[config.mk]
export PLATFORM = sky130hd
export DESIGN_NAME = orb_pingpong_packer
export DESIGN_NICKNAME = d
export VERILOG_FILES = /design/src/rtl/orb_pingpong_packer.sv
export SDC_FILE = /design/constraint.sdc
export NUM_CORES = 1
export LEC_CHECK = 0
export CELL_PAD_IN_SITES_DETAIL_PLACEMENT = 1
export CELL_PAD_IN_SITES_GLOBAL_PLACEMENT = 1
export CORE_UTILIZATION = 30
export DETAILED_ROUTE_END_ITERATION = 8
export PLACE_DENSITY_LB_ADDON = 0.1
export SLEW_MARGIN = 25
export SYNTH_ARGS = -nofsm -noshare
export SYNTH_HDL_FRONTEND = slang
export SYNTH_SLANG_ARGS = --single-unit
[constraint.sdc]
create_clock -name clk -period 4.45 [get_ports clk]
set_clock_uncertainty 0.1 [all_clocks]
set_input_delay 1.1125 -clock clk [delete_from_list [all_inputs] [get_ports clk]]
set_output_delay 1.1125 -clock clk [all_outputs]
set_load 0.02 [all_outputs]
[src/rtl/orb_pingpong_packer.sv]
// Round-robin LCB byte drainer that packs parity-tagged orbit words into the idle
// half of a ping-pong frame RAM, with per-channel quotas and bank-coherent swap.
module orb_pingpong_packer #(
    parameter int CH     = 4,
    parameter int WORD_W = 12,
    parameter int ADDR_W = 11,
    parameter int QUOTA  = 16
) (
    input  logic                 clk,
    input  logic                 rst,
    input  logic                 iSW,
    input  logic [CH-1:0]        iEmpty,
    input  logic [8*CH-1:0]      iData,
    input  logic [ADDR_W*CH-1:0] iBase,
    output logic [CH-1:0]        oRd,
    output logic [ADDR_W-1:0]    oWrAddr,
    output logic [WORD_W-1:0]    oWrData,
    output logic                 oWE1,
    output logic                 oWE2,
    input  logic [ADDR_W-1:0]    iRdAddr,
    input  logic                 iRE,
    output logic [ADDR_W-1:0]    oRdAddr1,
    output logic [ADDR_W-1:0]    oRdAddr2,
    output logic                 oRE1,
    output logic                 oRE2,
    input  logic [WORD_W-1:0]    iMem1,
    input  logic [WORD_W-1:0]    iMem2,
    output logic [WORD_W-1:0]    oOrbData,
    output logic [CH-1:0]        oOvf
);
    localparam int CNT_W = $clog2(QUOTA + 1);
    localparam int SEL_W = $clog2(CH);

    typedef enum logic [1:0] {S_IDLE, S_RD, S_LATCH, S_WR} state_t;

    state_t               r_state, w_next;
    logic [SEL_W-1:0]     r_sel, r_ptr, w_pick;
    logic                 w_any;
    logic                 r_swQ, w_swEdge;
    logic [CNT_W-1:0]     r_cnt [CH];
    logic [CH-1:0]        r_ovf;
    logic                 r_weArm;
    logic [ADDR_W-1:0]    r_wrAddr;
    logic [WORD_W-1:0]    r_wrData;
    logic [WORD_W-1:0]    r_orb;
    logic [7:0]           w_byte;
    logic [ADDR_W-1:0]    w_base;
    logic [CNT_W-1:0]     w_cnt;
    logic                 w_full;
    logic                 w_rdBank1;

    assign w_swEdge = iSW ^ r_swQ;

    // First non-empty channel at or after the pointer; scanning downward lets the smallest offset win.
    always_comb begin
        w_any  = 1'b0;
        w_pick = r_ptr;
        for (int i = CH - 1; i >= 0; i--) begin
            if (!iEmpty[(int'(r_ptr) + i) % CH]) begin
                w_any  = 1'b1;
                w_pick = SEL_W'((int'(r_ptr) + i) % CH);
            end
        end
    end

    always_comb begin
        w_byte = 8'd0;
        w_base = '0;
        w_cnt  = '0;
        for (int k = 0; k < CH; k++) begin
            if (r_sel == SEL_W'(k)) begin
                w_byte = iData[8*k +: 8];
                w_base = iBase[ADDR_W*k +: ADDR_W];
                w_cnt  = r_cnt[k];
            end
        end
        w_full = (w_cnt >= CNT_W'(QUOTA));
    end

    always_comb begin
        w_next = r_state;
        case (r_state)
            S_IDLE:  if (w_any) w_next = S_RD;
            S_RD:    w_next = S_LATCH;
            S_LATCH: w_next = S_WR;
            S_WR:    w_next = S_IDLE;
            default: w_next = S_IDLE;
        endcase
    end

    always_ff @(posedge clk or negedge rst) begin
        if (!rst) begin
            r_state  <= S_IDLE;
            r_sel    <= '0;
            r_ptr    <= '0;
            r_swQ    <= 1'b0;
            r_weArm  <= 1'b0;
            r_wrAddr <= '0;
            r_wrData <= '0;
            r_orb    <= '0;
        end else begin
            r_state <= w_next;
            r_swQ   <= iSW;
            r_orb   <= r_swQ ? iMem2 : iMem1;
            case (r_state)
                S_IDLE:  if (w_any) r_sel <= w_pick;
                S_LATCH: begin
                    r_weArm <= !w_full;
                    if (!w_full) begin
                        r_wrAddr <= w_base + ADDR_W'(w_cnt);
                        r_wrData <= WORD_W'({~^w_byte, w_byte});
                    end
                end
                S_WR:    r_ptr <= (int'(r_sel) == CH - 1) ? '0 : r_sel + 1'b1;
                default: ;
            endcase
        end
    end

    // Frame swap clears quotas and overflow flags, overriding any same-cycle update.
    always_ff @(posedge clk or negedge rst) begin
        if (!rst) begin
            for (int k = 0; k < CH; k++) r_cnt[k] <= '0;
            r_ovf <= '0;
        end else begin
            for (int k = 0; k < CH; k++) begin
                if (w_swEdge) begin
                    r_cnt[k] <= '0;
                    r_ovf[k] <= 1'b0;
                end else if (r_sel == SEL_W'(k)) begin
                    if (r_state == S_WR && r_weArm && r_cnt[k] < CNT_W'(QUOTA))
                        r_cnt[k] <= r_cnt[k] + 1'b1;
                    if (r_state == S_LATCH && w_full)
                        r_ovf[k] <= 1'b1;
                end
            end
        end
    end

    always_comb begin
        oRd = '0;
        if (r_state == S_RD) oRd[r_sel] = 1'b1;
    end

    // Write enable follows the registered bank select, so a WR on the swap edge still hits the old bank.
    assign oWE1     = (r_state == S_WR) && r_weArm && r_swQ;
    assign oWE2     = (r_state == S_WR) && r_weArm && !r_swQ;
    assign oWrAddr  = r_wrAddr;
    assign oWrData  = r_wrData;
    assign oOvf     = r_ovf;
    assign oOrbData = r_orb;

    assign w_rdBank1 = rst && !r_swQ;
    assign oRE1      = w_rdBank1 && iRE;
    assign oRE2      = rst && r_swQ && iRE;
    assign oRdAddr1  = w_rdBank1 ? iRdAddr : '0;
    assign oRdAddr2  = (rst && r_swQ) ? iRdAddr : '0;

endmodule

==> results of run 1 <==
per-stage QoR:
step	instance area (sq um)	total power, mW	hold slack, ps	util [%]
3_5_place_dp	6086	2.774	366.7	45.77
5_1_grt	6352	3.659	416.0	47.78
4_1_cts	6352	3.442	379.1	47.78
2_1_floorplan	4103	2.070	389.1	-
6_report	6352	3.404	375.5	47.78
3_3_place_gp	6086	2.727	362.2	45.77
cell type report:
class,count,area (sq um),share of cell area [%]
Multi-Input combinational cell,356,2282,35.93
Timing Repair Buffer,196,1929,30.37
Tap cell,176,220.2,3.467
Sequential cell,64,1602,25.21
Inverter,14,52.55,0.8273
Clock inverter,4,20.02,0.3151
Clock buffer,12,246.5,3.880
worst max-delay path: cells and delay by family, from the launching register on:
kind | cells | cell delay [ps]
and+or+nand+nor | 4 | 450
xor gates and xnor gates | 1 | 200
AOI/OAI and AO/OA | 7 | 1060
DFF | 1 | 420
buffers and inverters | 2 | 170
adders and majority gates | 3 | 1320
layer usage:
layer  wire, um  GRT usage (%)
met5          0              0
met3        451          3.209
met1       6525          26.78
met2       7450          37.76
met4        230          7.278
cells in the mapped netlist (2+ instances only):
cell,instances
o221ai_1,4
a41oi_1,4
o211a_1,8
and3b_1,2
a221o_1,4
xor2_1,13
o2111ai_1,2
a211oi_1,3
o22a_1,3
a211o_1,3
o31ai_1,7
nor2_1,42
nand3b_1,2
ha_1,18
and2_1,17
dfrtp_1,64
a21oi_1,21
and3_1,14
nor3_1,3
nand4_1,4
mux2_2,14
o21ai_0,34
o21ai_1,2
mux2i_1,4
o211ai_1,7
buf_6,2
o22ai_1,5
o31ai_2,2
nor2b_1,7
a221oi_1,3
a21o_1,5
inv_1,13
buf_4,6
buf_2,7
xnor2_1,7
clkbuf_1,16
nand2_1,74
how the worst max path moves through the flow:
| stage | startpoint | cells past startpoint | to | slack, ps |
|---|---|---|---|---|
| floorplan | r_sel[1]$_DFFE_PN0P_ | 19 | oWrAddr[10]$_DFFE_PN0P_ | 990 |
| global placement | iBase[0] | 16 | oWrAddr[10]$_DFFE_PN0P_ | 430 |
| detailed placement | iBase[0] | 16 | oWrAddr[10]$_DFFE_PN0P_ | 350 |
| CTS | r_sel[0]$_DFFE_PN0P_ | 17 | oWrAddr[10]$_DFFE_PN0P_ | 590 |
| global route | r_sel[0]$_DFFE_PN0P_ | 17 | oWrAddr[10]$_DFFE_PN0P_ | 270 |
| finish | r_sel[0]$_DFFE_PN0P_ | 17 | oWrAddr[10]$_DFFE_PN0P_ | 610 |
sequential cells by signal (all words and copies together) (netlist names):
signal / flops
r_cnt: 20
r_ptr: 2
r_sel: 2
r_state: 2
oOvf: 4
r_weArm: 1
oWrAddr: 11
oWrData: 9
oOrbData: 12
r_swQ: 1
power groups by stage:
stage	Combinational, mW	Clock [mW]	Sequential, mW
6_report	1.95	0.642	0.813
5_1_grt	2.15	0.682	0.832
4_1_cts	1.97	0.657	0.815
3_5_place_dp	1.95	0	0.826
3_3_place_gp	1.91	0	0.818
2_1_floorplan	1.15	0	0.918
kinds of logic after synthesis:
logic type | Yosys count | share of synthesized area, %
DFF | 64 | 39.11
xor gates and xnor gates | 20 | 4.277
muxes | 18 | 4.827
and+or+nand+nor | 170 | 19.03
other | 1 | 0.09157
adders and majority gates | 19 | 5.989
buffers and inverters | 46 | 5.347
AOI/OAI and AO/OA | 126 | 21.33
placed cells by master (no fill, tap or decap), types with 3 or more instances in the layout:
cell,count
o22ai_1,5
mux2i_1,4
clkinv_2,4
dfrtp_1,64
nor3_1,3
o31ai_1,7
o221ai_1,4
o22a_1,3
xor2_1,13
nor2_1,42
a221o_1,4
o21ai_0,34
and3_1,14
buf_4,13
conb_1,3
inv_1,13
a211oi_1,3
o211ai_1,7
nor2b_1,7
clkbuf_16,9
o211a_1,8
nand4_1,4
a21oi_1,21
a41oi_1,4
xnor2_1,7
ha_1,18
mux2_2,14
a21o_1,5
nand2_1,74
clkdlybuf4s50_1,183
a211o_1,3
and2_1,17
a221oi_1,3
==> flow_summary_export.csv, run 1 <==
group,metric,value,unit
critical_path,timing.critical_path.required,4560,ps
critical_path,path_class,"reg2reg",
worst_hold_path,min_from,"oWrData[1]$_DFFE_PN0P_",
critical_path,crit_fanout,21,
critical_path,path_cells,"inv_1 > ha_1 > nand2_1 > nor2_1 > a21oi_1 > nor2_1 > a21oi_1 > o21ai_0 > ha_1 > inv_1 > fa_1 > nor2b_1 > o21ai_0 > a21boi_0 > o2111ai_1 > xnor2_1 > o21ai_1",
floorplanning,die-area,14120,sq um
yosys,syn-mean-instance-area,8.826,sq um
power_and_ir_drop,seq_power_share,23.9,%
yosys,synthFlopType,"dfrtp_1",
critical_path,crit_path_end_kind,"flip-flop",
floorplanning,die_h,118.8,um
cells_and_area,area_growth_syn_to_layout,55.12,%
global_route,grt_overflow_total,0,
cts,clockBufferDepth,2,
sta,setup_tns,0,ps
sta,fin_crit_sh,86.37,%
yosys,yosys.area.top_type,"dfrtp_1",
cts,cts_resized,0,
cts,worstSkewPairLatency,330,ps
route,viasPerCell,4.977,
yosys,netlist_instances,464,
power_and_ir_drop,combPwrFrac,57.2,%
power_and_ir_drop,pwr_density_cell,535.9,nW/um^2
route,vias,4091,
sta,grt_setup_unrepaired,"no",
critical_path,cp-start-kind,"flip-flop",
floorplanning,die_w,118.8,um
global_route,antenna_found_initial,0,
critical_path,timing.rr.end,"oWrAddr[10]$_DFFE_PN0P_",
yosys,synth_cell_type_count,55,
sta,min_period,3843,ps
sta,setup_ws,606.7,ps
critical_path,reg2reg_slack,610,ps
cts,cts_tree,"done",
cells_and_area,fillers,1543,
global_route,grt_max_degree,37,
cts,root_buffer,"clkbuf_16",
route,drc,0,
cells_and_area,nets,779,
yosys,yosysWarnings,0,
floorplanning,core,13300,sq um
placed_design,place_inst,806,
outcome,status,"finished clean",
power_and_ir_drop,switching_power,1.460,mW
cells_and_area,stdcell_count,822,
critical_path,cp.arrival,3950,ps
placed_design,gp_congestion,0.7604,
yosys,synth_top_area_share,39.11,%
cts,htreeDepth,3,
global_route,grt_usage,21.48,%
floorplanning,start_util,30.80,%
power_and_ir_drop,leakagePower,2.736,nW
worst_hold_path,min_path_cells,2,
sta,setup_viol,0,
cts,cts.sinks,64,
yosys,synthArstFlopShare,100.0,%
critical_path,slowest_stage,"ha_1",
sta,tightestPinTransition,865.0,ps
cells_and_area,num_antenna_cells,0,
route,drt_pass1_iterations,4,
global_route,grt_pass1_wl,23.64,mm
cts,cts_inserted_buffers,9,
critical_path,r2r_cells,17,
route,drt_iter0_markers,182,
floorplanning,io_pins,188,
worst_hold_path,min_to,"oWrData[1]$_DFFE_PN0P_",
sta,drv_slew,0,
cts,cts_setup_buffers,0,
critical_path,r2r-start,"r_sel[0]$_DFFE_PN0P_",
yosys,synthTopCellsByArea,"dfrtp_1 39%, nand2_1 6.8%, ha_1 5.5%",
job,max_cap_viol_count,0,
sta,hold_viol,0,
yosys,synth-seq-cells,64,
sta,max_freq,260.2,MHz
power_and_ir_drop,p_int,1.944,mW
floorplanning,std_cell_rows,42,
yosys,synth_edf_count,0,
route,wl_per_cell,17.83,um
power_and_ir_drop,irDropWorstVdd,237.0,uV
worst_hold_path,min_path_type,"reg2reg",
placed_design,pre_cts_slack,351.1,ps
global_route,first_global_vias,4501,
yosys,syn_area,4095,sq um
power_and_ir_drop,clockPowerShare,18.9,%
placed_design,place_hpwl,11.28,mm
cells_and_area,drive_above_1_share,7.121,%
power_and_ir_drop,swShare,42.89,%
placed_design,io_buffer_count,184,
critical_path,slowest_delay,730,ps
cts,path_clk_slew,60,ps
route,drtAntennaViolNets,0,
yosys,seq_area_frac_synth,39.11,%
sta,max_slew_margin,42.33,%
route,wl,14.66,mm
cts,hold_buffers,0,
(Power assumes the default switching activity.)
==> inputs of run 2 (changes only) <==
Settings changed: GPL_ROUTABILITY_DRIVEN set to 0.
==> results of run 2 <==
The final DEF is identical to that of run 1; final timing and power are the same.
